File: src/rtl/rps_pkg.sv
// rps_pkg: shared definitions for the rock-paper-scissors datapath.
//   Move encodings, FSM state type and score/counter width.
package rps_pkg;
  localparam logic [1:0] ROCK         = 2'b00;
  localparam logic [1:0] SCISSOR      = 2'b01;
  localparam logic [1:0] PAPER        = 2'b10;
  localparam logic [1:0] MOVE_INVALID = 2'b11;

  localparam int SCORE_W = 8;

  typedef enum logic {
    IDLE = 1'b0,
    HOLD = 1'b1
  } state_t;
endpackage

File: src/rtl/debouncer.sv
// debouncer: two-flop synchronizer plus counter debounce for one raw switch.
//   clock  : rising-edge clock
//   reset  : synchronous, active-low
//   raw    : asynchronous switch input
//   stable : debounced level
//   rise   : stable went 0->1 at the last edge (one cycle)
//   fall   : stable went 1->0 at the last edge (one cycle)
module debouncer #(
  parameter int DEBOUNCE_CYCLES = 500000,
  parameter int CNT_W           = $clog2(DEBOUNCE_CYCLES + 1)
) (
  input  logic clock,
  input  logic reset,
  input  logic raw,
  output logic stable,
  output logic rise,
  output logic fall
);
  localparam logic [CNT_W-1:0] LP_CNT_MAX = CNT_W'(DEBOUNCE_CYCLES - 1);

  logic [1:0]       r_sync;
  logic             r_stable;
  logic             r_stable_d;
  logic [CNT_W-1:0] r_cnt;
  logic             w_diff;

  assign w_diff = r_sync[1] ^ r_stable;

  always_ff @(posedge clock) begin
    if (!reset) begin
      r_sync     <= '0;
      r_stable   <= 1'b0;
      r_stable_d <= 1'b0;
      r_cnt      <= '0;
    end else begin
      r_sync     <= {r_sync[0], raw};
      r_stable_d <= r_stable;
      // Any agreement with the stable level restarts the run, so only an
      // uninterrupted run of DEBOUNCE_CYCLES differing samples flips it.
      if (!w_diff) begin
        r_cnt <= '0;
      end else if (r_cnt == LP_CNT_MAX) begin
        r_stable <= ~r_stable;
        r_cnt    <= '0;
      end else begin
        r_cnt <= r_cnt + 1'b1;
      end
    end
  end

  assign stable = r_stable;
  assign rise   = r_stable & ~r_stable_d;
  assign fall   = ~r_stable & r_stable_d;
endmodule

File: src/rtl/round_sequencer.sv
// round_sequencer: turns a bouncing load switch into one clean round per press.
//   clock       : rising-edge clock
//   reset       : synchronous, active-low; clears all state
//   load_sw     : raw load switch
//   user_sw     : user move (quasi-static, sampled at capture)
//   com_choice  : free-running computer move
//   play        : one-cycle strobe, captured moves form a valid round
//   invalid     : one-cycle strobe, press rejected (user move 11)
//   user_move   : user move latched at round start
//   com_move    : computer move latched at round start
//   round_count : valid rounds modulo 256
//   busy        : high while the press is held (HOLD)
module round_sequencer
  import rps_pkg::*;
#(
  parameter int DEBOUNCE_CYCLES = 500000,
  parameter int CNT_W           = $clog2(DEBOUNCE_CYCLES + 1)
) (
  input  logic               clock,
  input  logic               reset,
  input  logic               load_sw,
  input  logic [1:0]         user_sw,
  input  logic [1:0]         com_choice,
  output logic               play,
  output logic               invalid,
  output logic [1:0]         user_move,
  output logic [1:0]         com_move,
  output logic [SCORE_W-1:0] round_count,
  output logic               busy
);
  logic               w_stable;
  logic               w_rise;
  logic               w_fall;
  state_t             r_state;
  state_t             w_next;
  logic               w_capture;
  logic               r_play;
  logic               r_invalid;
  logic [1:0]         r_user_move;
  logic [1:0]         r_com_move;
  logic [SCORE_W-1:0] r_round_count;

  debouncer #(
    .DEBOUNCE_CYCLES (DEBOUNCE_CYCLES),
    .CNT_W           (CNT_W)
  ) u_deb (
    .clock  (clock),
    .reset  (reset),
    .raw    (load_sw),
    .stable (w_stable),
    .rise   (w_rise),
    .fall   (w_fall)
  );

  always_ff @(posedge clock) begin
    if (!reset) r_state <= IDLE;
    else        r_state <= w_next;
  end

  // rise cannot occur in HOLD (stable is already high), so it is only
  // examined in IDLE; likewise fall only matters in HOLD.
  always_comb begin
    w_next    = r_state;
    w_capture = 1'b0;
    case (r_state)
      IDLE: if (w_rise) begin
        w_next    = HOLD;
        w_capture = 1'b1;
      end
      HOLD: if (w_fall) w_next = IDLE;
      default: w_next = IDLE;
    endcase
  end

  always_ff @(posedge clock) begin
    if (!reset) begin
      r_play        <= 1'b0;
      r_invalid     <= 1'b0;
      r_user_move   <= '0;
      r_com_move    <= '0;
      r_round_count <= '0;
    end else begin
      r_play    <= 1'b0;
      r_invalid <= 1'b0;
      if (w_capture) begin
        r_user_move <= user_sw;
        r_com_move  <= com_choice;
        if (user_sw != MOVE_INVALID) begin
          r_play        <= 1'b1;
          r_round_count <= r_round_count + 1'b1;
        end else begin
          r_invalid <= 1'b1;
        end
      end
    end
  end

  assign play        = r_play;
  assign invalid     = r_invalid;
  assign user_move   = r_user_move;
  assign com_move    = r_com_move;
  assign round_count = r_round_count;
  assign busy        = (r_state == HOLD);
endmodule

File: config.mk
export PLATFORM = sky130hd
export DESIGN_NAME = round_sequencer
export DESIGN_NICKNAME = d
export VERILOG_FILES = /design/src/rtl/rps_pkg.sv /design/src/rtl/debouncer.sv /design/src/rtl/round_sequencer.sv
export SDC_FILE = /design/constraint.sdc
export NUM_CORES = 1
export LEC_CHECK = 0
export ABC_CLOCK_PERIOD_IN_PS = 2630
export BUFFER_PORTS_ARGS = -buffer_cell sky130_fd_sc_hd__buf_4
export CAP_MARGIN = 20
export CORE_UTILIZATION = 55
export DETAILED_ROUTE_END_ITERATION = 8
export PLACE_DENSITY = 0.81
export SKIP_CTS_REPAIR_TIMING = 1
export SLEW_MARGIN = 20
export SYNTH_ARGS = -nofsm -noshare
export SYNTH_HDL_FRONTEND = slang
export SYNTH_HIERARCHICAL = 1
export SYNTH_SLANG_ARGS = --single-unit
File: constraint.sdc
create_clock -name clock -period 2.63 [get_ports clock]
set_clock_uncertainty 0.1 [all_clocks]
set_input_delay 0.526 -clock clock [delete_from_list [all_inputs] [get_ports clock]]
set_output_delay 0.526 -clock clock [all_outputs]
set_load 0.03 [all_outputs]
==> results of run 1 <==
==> metrics by stage <==
step,hold slack (ns),cells,total power [mW]
after CTS,0.288,239,0.924
after global placement,0.318,231,0.611
after floorplan,0.312,181,0.601
after global routing,0.303,239,0.954
after detailed placement,0.334,231,0.612
final,0.307,239,0.911
==> worst reg2reg max path: cells and delay by family, from the launching register on <==
family / cells / cell delay [ns]
adder cells (fa/ha/maj): 1 / 0.24
AND/OR/NAND/NOR: 3 / 0.70
AO/OA/AOI/OAI: 1 / 0.17
flip-flops: 1 / 0.43
buffers and inverters: 1 / 0.25
==> flip-flops by register name, summed over array words and instances, names as in the netlist <==
name and cells:
u_deb/r_cnt 19, round_count 8, com_move 2, u_deb/r_sync 2, user_move 2, busy 1
invalid 1, play 1, u_deb/r_stable_d 1, u_deb/stable 1
==> cell type report <==
class	count	area (µm²)	share of cell area, %
Timing Repair Buffer	22	165	8.64
Multi-Input combinational cell	135	865	45.2
Sequential cell	38	761	39.8
Clock inverter	2	12.5	0.654
Tap cell	31	38.8	2.03
Inverter	5	18.8	0.982
Clock buffer	6	51.3	2.68
==> logic make-up (layout without fill, tap and decap cells) <==
group | after synthesis | count (layout) | synth area share [%]
AOI/OAI and AO/OA | 18 | 18 | 8.05
xor gates and xnor gates | 19 | 19 | 10.0
adders and majority gates | 2 | 2 | 1.50
buffers and inverters | 8 | 35 | 2.33
DFF | 38 | 38 | 45.7
muxes | 1 | 1 | 0.602
and+or+nand+nor | 95 | 95 | 31.8
==> synthesized netlist by cell type, types with 3 or more instances <==
master / n / share of area, %
nand2_1: 23 / 5.2
a21oi_1: 4 / 1.2
xnor2_1: 15 / 7.9
nand4_1: 6 / 2.3
inv_1: 5 / 1.1
nor4_1: 4 / 1.5
nand3_1: 7 / 2.1
dfxtp_1: 38 / 46
or3_1: 3 / 1.1
o21ai_0: 3 / 0.90
and2_1: 9 / 3.4
xor2_1: 4 / 2.1
nor3_1: 5 / 1.5
a21boi_0: 5 / 2.3
nor2_1: 19 / 4.3
==> routing by layer <==
layer | vias up | GRT usage [%]
li1 | 678 | -
met1 | 596 | 24.2
met2 | 35 | 38.2
met3 | 2 | 6.12
met4 | 0 | 8.71
met5 | - | 0
==> path summary, 6_finish.rpt <==
check | cells past startpoint | slack, ns | to
worst max-delay path | 6 | 0.64 | u_deb/r_cnt[10]
worst min-delay path | 2 | 0.31 | u_deb/r_sync[0]
worst max register to register | 6 | 0.64 | u_deb/r_cnt[10]
worst min register to register | 1 | 0.35 | u_deb/r_sync[1]
==> power groups by stage <==
stage / combinational, mW / clock, mW / sequential [mW]
floorplan: 0.00991 / 0 / 0.591
global placement: 0.0201 / 0 / 0.591
detailed placement: 0.0206 / 0 / 0.591
CTS: 0.0207 / 0.325 / 0.578
global route: 0.0231 / 0.352 / 0.579
finish: 0.0206 / 0.312 / 0.578
==> run metrics, run 1 <==
status=finished with violations; failing checks=design-rule violations; minimum clock period=1.99 ns; Worst-Skew Late Latency=0.34 ns; Comb pwr share=under 10%; DRT iter0 DRCs=57; GPL Wtd Cong=about 0.77; detailed placer's ending HPWL=2180 µm; Worst-path clk slew=roughly 0.11 ns; data required time of the worst path=2.75 ns; FP Rows=19; met1 WL=1280 µm; Reg2Reg Launch Point=u_deb/r_cnt[0]; Critical Path Slowest Stage Cell=or4_4; FMAX=501 MHz; Worst slew margin=75.4%; Worst Setup SP=u_deb/r_cnt[0]; Slew @ Worst Pin=~0.37 ns; period utilization=between 70% and 80%; DRC viols=9; first-pass GRT wire length=5370 µm; crit path kind=reg2reg; worst-path maximum fanout=19; Clock Power Share=34.3%; synth unique cells=38; Synthesized Nets=190; Pleak=0.683 nW; CTS Buf Count=5; input/output buffers=21; Synthesis Warnings=6; uppermost layer routed=met4; commonest non-fill, non-tap cells in the layout=38 x dfxtp_1, 23 x nand2_1, 22 x buf_4; length of routed met2 wiring=1540 µm; n_diodes=0; Util after Layout=68.2%; post-route setup slack=0.635 ns; maximum VDD drop=0.000343 V; Fill cells=223; CTS tree=yes; Layout area overhead=14.9%; switching power=0.195 mW; initial antenna violation count=0; Power Density=477 nW/µm²; placed cell area=1850 µm²; Place WS=about 0.65 ns; setup_tns=0 ns; most common flop cell mapped by yosys=dfxtp_1; root buf cell=clkbuf_4; Post-Syn Instances=181; WL final=3000 µm; worst hold path startpoint=load_sw; die height=57.0 µm; synthesized flop and latch total=38; core area=2810 µm²; Final ANT Viol Nets=0; # setup viols final=0; vias in the first global route=1259; Horiz. Die Dim=57.0 µm; Max clock buf depth=2; gr usage total=21.5%; Critical path buffers and inverters=1; P_int=0.716 mW; unrepaired setup endpoints after global routing=no; htree depth=2; Pre-antenna DRT Iters=6; Worst path top cell family by delay=simple AND/OR/NAND/NOR gates; # clock sinks=38; CP Cell Sequence=ha_1 -> nand3_2 -> or4_4 -> o31ai_4 -> buf_4 -> nor2_1; commonest non-fill, non-tap cell in the layout=dfxtp_1; Non-Filler Cell Area, Final=between 1500 and 2000 µm²; Max Cap Viol=0; crit start category=register; syn_area_per_cell=9.19 µm²; Final Max Tran Viols=0; Worst Hold Class=in2reg; Netlist Area Pre-Place=1660 µm²; number of synthesized flops with an enable pin=0; met3 wire len=between 150 and 200 µm; initial core utilization=roughly 59%; vias per cell=5.49; layout cells sized above 1=between 20% and 30%; routed vias=around 1300; proportion of power drawn by flip-flops and latches=between 60% and 70%; Sw Ratio=21.5%; Layout Nets=216; pin count of the biggest net entering global routing=22; max incr delay on CP=0.47 ns; die area=between 3000 and 4000 µm²; Top-Level Pins=22; CP arrival=about 2.1 ns; register area share after synthesis=45.7%; GR Overflow Total=0; Worst Setup End Kind=register; routed length per instance=12.5 µm; Async S/R FF share, synth=0%; Final Hold Violating Endpoints=0
Note: power is estimated with default switching activity, not from simulation.
==> run 2, diff against run 1 <==
--- a/config.mk
+++ b/config.mk
@@ -5,12 +5,13 @@
 export SDC_FILE = /design/constraint.sdc
 export NUM_CORES = 1
 export LEC_CHECK = 0
-export ABC_CLOCK_PERIOD_IN_PS = 2630
+export ABC_AREA = 1
+export ABC_CLOCK_PERIOD_IN_PS = 2000
 export BUFFER_PORTS_ARGS = -buffer_cell sky130_fd_sc_hd__buf_4
 export CAP_MARGIN = 20
 export CORE_UTILIZATION = 55
 export DETAILED_ROUTE_END_ITERATION = 8
-export PLACE_DENSITY = 0.81
+export PLACE_DENSITY = 0.8
 export SKIP_CTS_REPAIR_TIMING = 1
 export SLEW_MARGIN = 20
 export SYNTH_ARGS = -nofsm -noshare
==> constraint.sdc (replaced) <==
create_clock -name clock -period 2 [get_ports clock]
set_clock_uncertainty 0.1 [all_clocks]
set_input_delay 0.4 -clock clock [delete_from_list [all_inputs] [get_ports clock]]
set_output_delay 0.4 -clock clock [all_outputs]
set_load 0.03 [all_outputs]
==> run 2 against run 1 <==
  * The flow now finishes without violations
  * Clock power is 66% higher
  * Count of clock-buffer cells in the layout is 1 lower
  * Die area is 15% higher
  * Core utilization is 2.3 points lower
  * Worst hold slack worse by 0.19 ns
  * Synthesized cell count is 56% higher
  * First-iteration DRC count is 3.5% lower
  * Critical path depth stayed put
  * Power is 44% higher
  * Combinational power is 46% higher
  * Critical path type unchanged
  * Critical endpoint is now u_deb/r_cnt[9]
==> run metrics, run 2 <==
status=finished, final reports clean; initial core utilization=57.5%; Place WS=0.491 ns; Final Max Tran Viols=0; # setup viols final=0; Worst Hold Class=in2reg; synth unique cells=27; vias per cell=4.71; first-pass GRT wire length=5800 µm; minimum clock period=~1.5 ns; gr usage total=21.7%; core area=3340 µm²; input/output buffers=21; Post-Syn Instances=between 200 and 300; Sw Ratio=21.3%; DRT iter0 DRCs=55; initial antenna violation count=0; root buf cell=clkbuf_4; routed vias=around 1700; CTS tree=yes; htree depth=2; Non-Filler Cell Area, Final=2200 µm²; Final ANT Viol Nets=0; Worst Setup End Kind=register; P_int=1.03 mW; syn_area_per_cell=approximately 7 µm²; Max Cap Viol=0; die height=61.1 µm; Worst-Skew Late Latency=approximately 0.35 ns; Netlist Area Pre-Place=1920 µm²; CP Cell Sequence=ha_1 -> nand3_1 -> nor2_1 -> nand3_2 -> nand2_2 -> a21oi_1; worst-path maximum fanout=13; Biggest register=u_deb/r_cnt; multiplexer share of the synthesized area=0%; Final Hold Violating Endpoints=0; largest family of logic cells by synthesized area=simple AND/OR/NAND/NOR gates; detailed placer's ending HPWL=2630 µm; most common cell in the netlist=nand2_1; pin count of the biggest net entering global routing=19; crit path kind=reg2reg; Synthesized Nets=roughly 290; GPL Wtd Cong=0.852; crit start category=register; commonest non-fill, non-tap cells in the layout=65 x nand2_1, 61 x nor2_1, 40 x inv_1; ranking of synthesized cells by area=dfxtp_1 40%, nand2_1 13%, nor2_1 12%, inv_1 7.8%, nand3_1 4.4%; max FFs per register=19; Synth area leader=dfxtp_1; FP Rows=21; Horiz. Die Dim=61.1 µm; Worst slew margin=slightly above 80%; proportion of power drawn by flip-flops and latches=roughly 58%; Compound-Gate Fraction of Synth Area=5.93%; period utilization=75.5%; unrepaired setup endpoints after global routing=no; placed cell area=2120 µm²; Synth top cells by count=65 x nand2_1, 61 x nor2_1, 40 x inv_1; Worst-path clk slew=around 0.12 ns; most common flop cell mapped by yosys=dfxtp_1; # clock sinks=38; synthesized flop and latch total=38; Clock Power Share=between 30% and 40%; max incr delay on CP=0.37 ns; FMAX=662 MHz; layout cells sized above 1=17.2%; Critical Path Slowest Stage Cell=dfxtp_1; Pleak=between 0.9 and 1 nW; Layout area overhead=14.4%; register area share after synthesis=39.6%; data required time of the worst path=2.14 ns; GR Overflow Total=0; die area=around 3700 µm²; Layout Nets=317; switching power=about 0.28 mW; xor and xnor area share after synthesis=2.28%; simple-gate portion of the synthesized area=41.6%; CTS Buf Count=5; Comb pwr share=2.3%; vias in the first global route=1430; setup_tns=0 ns; CP arrival=1.65 ns; DRC viols=0; Max clock buf depth=2; Slew @ Worst Pin=0.264 ns; post-synthesis adder-cell area fraction=1.30%; n_diodes=0; WL final=3500 µm; Power Density=~600 nW/µm²; maximum VDD drop=0.000406 V; post-route setup slack=~0.49 ns; post-synth top area share=39.6%; routed length per instance=9.85 µm; Top-Level Pins=22; Pre-antenna DRT Iters=4; Async S/R FF share, synth=0%; Synthesis Warnings=6; commonest non-fill, non-tap cell in the layout=nand2_1; number of synthesized flops with an enable pin=0
[run 2: cell types whose count changed after synthesis, sizes merged, moves of 4 or more]
cell	previous run	this run
a21boi	6	0
a21oi	4	10
and2	9	0
inv	5	43
nand2	24	71
nand3	9	19
nand4	8	4
nor2	19	72
nor4	4	0
o21ai	3	9
xnor2	15	1
[run 2: path summary, 6_finish.rpt]
path	startpoint	endpoint	slack, ns	depth (start not counted)
hold / removal	load_sw	u_deb/r_sync[0]	0.12	3
setup reg to reg	u_deb/r_cnt[0]	u_deb/r_cnt[9]	0.49	6
hold reg to reg	u_deb/r_sync[0]	u_deb/r_sync[1]	0.33	2
setup / recovery	u_deb/r_cnt[0]	u_deb/r_cnt[9]	0.49	6
[run 2: cell families (layout without fill, tap and decap cells)]
| family | Yosys count | in the layout |
|---|---|---|
| AO/OA/AOI/OAI | 21 | 21 |
| XOR/XNOR | 5 | 5 |
| buffers and inverters | 45 | 72 |
| AND/OR/NAND/NOR | 171 | 171 |
| flip-flops | 38 | 38 |
| adder cells (fa/ha/maj) | 2 | 2 |
[run 2: through the flow]
stage | hold slack (ns) | power, mW | std cells | utilization (%)
floorplan | 0.290 | 0.795 | 282 | -
global placement | 0.299 | 0.807 | 347 | 63.5
detailed placement | 0.304 | 0.808 | 347 | 63.5
CTS | 0.112 | 1.32 | 355 | 65.8
global route | 0.137 | 1.35 | 355 | 65.8
finish | 0.117 | 1.31 | 355 | 65.8
[run 2: layer usage]
layer,up-vias,wire length (µm),global-route usage (%)
met3,6,180,5.04
met2,39,1640,37.3
li1,912,-,-
met4,0,65,12.7
met5,-,0,0
met1,715,1610,24.7
[run 2: final cells by class]
type	count	area [µm²]
Fill cell	295	1140
Multi-Input combinational cell	199	981
Sequential cell	38	761
Inverter	43	161
Timing Repair Buffer	21	158
Tap cell	46	57.6
Clock inverter	3	40.0
Clock buffer	5	37.5
[run 2: critical path: cells and delay by family, from the launching register on]
kind,cells,cell delay (ns)
AO/OA/AOI/OAI,1,0.08
adder cells (fa/ha/maj),1,0.21
AND/OR/NAND/NOR,4,0.64
flip-flops,1,0.37
[run 2: power by group through the flow]
stage	sequential (mW)	clock [mW]	combinational, mW
after global placement	0.777	0	0.0299
after global routing	0.761	0.558	0.0344
after CTS	0.760	0.527	0.0302
final	0.760	0.519	0.0301
after floorplan	0.777	0	0.0176
after detailed placement	0.777	0	0.0302
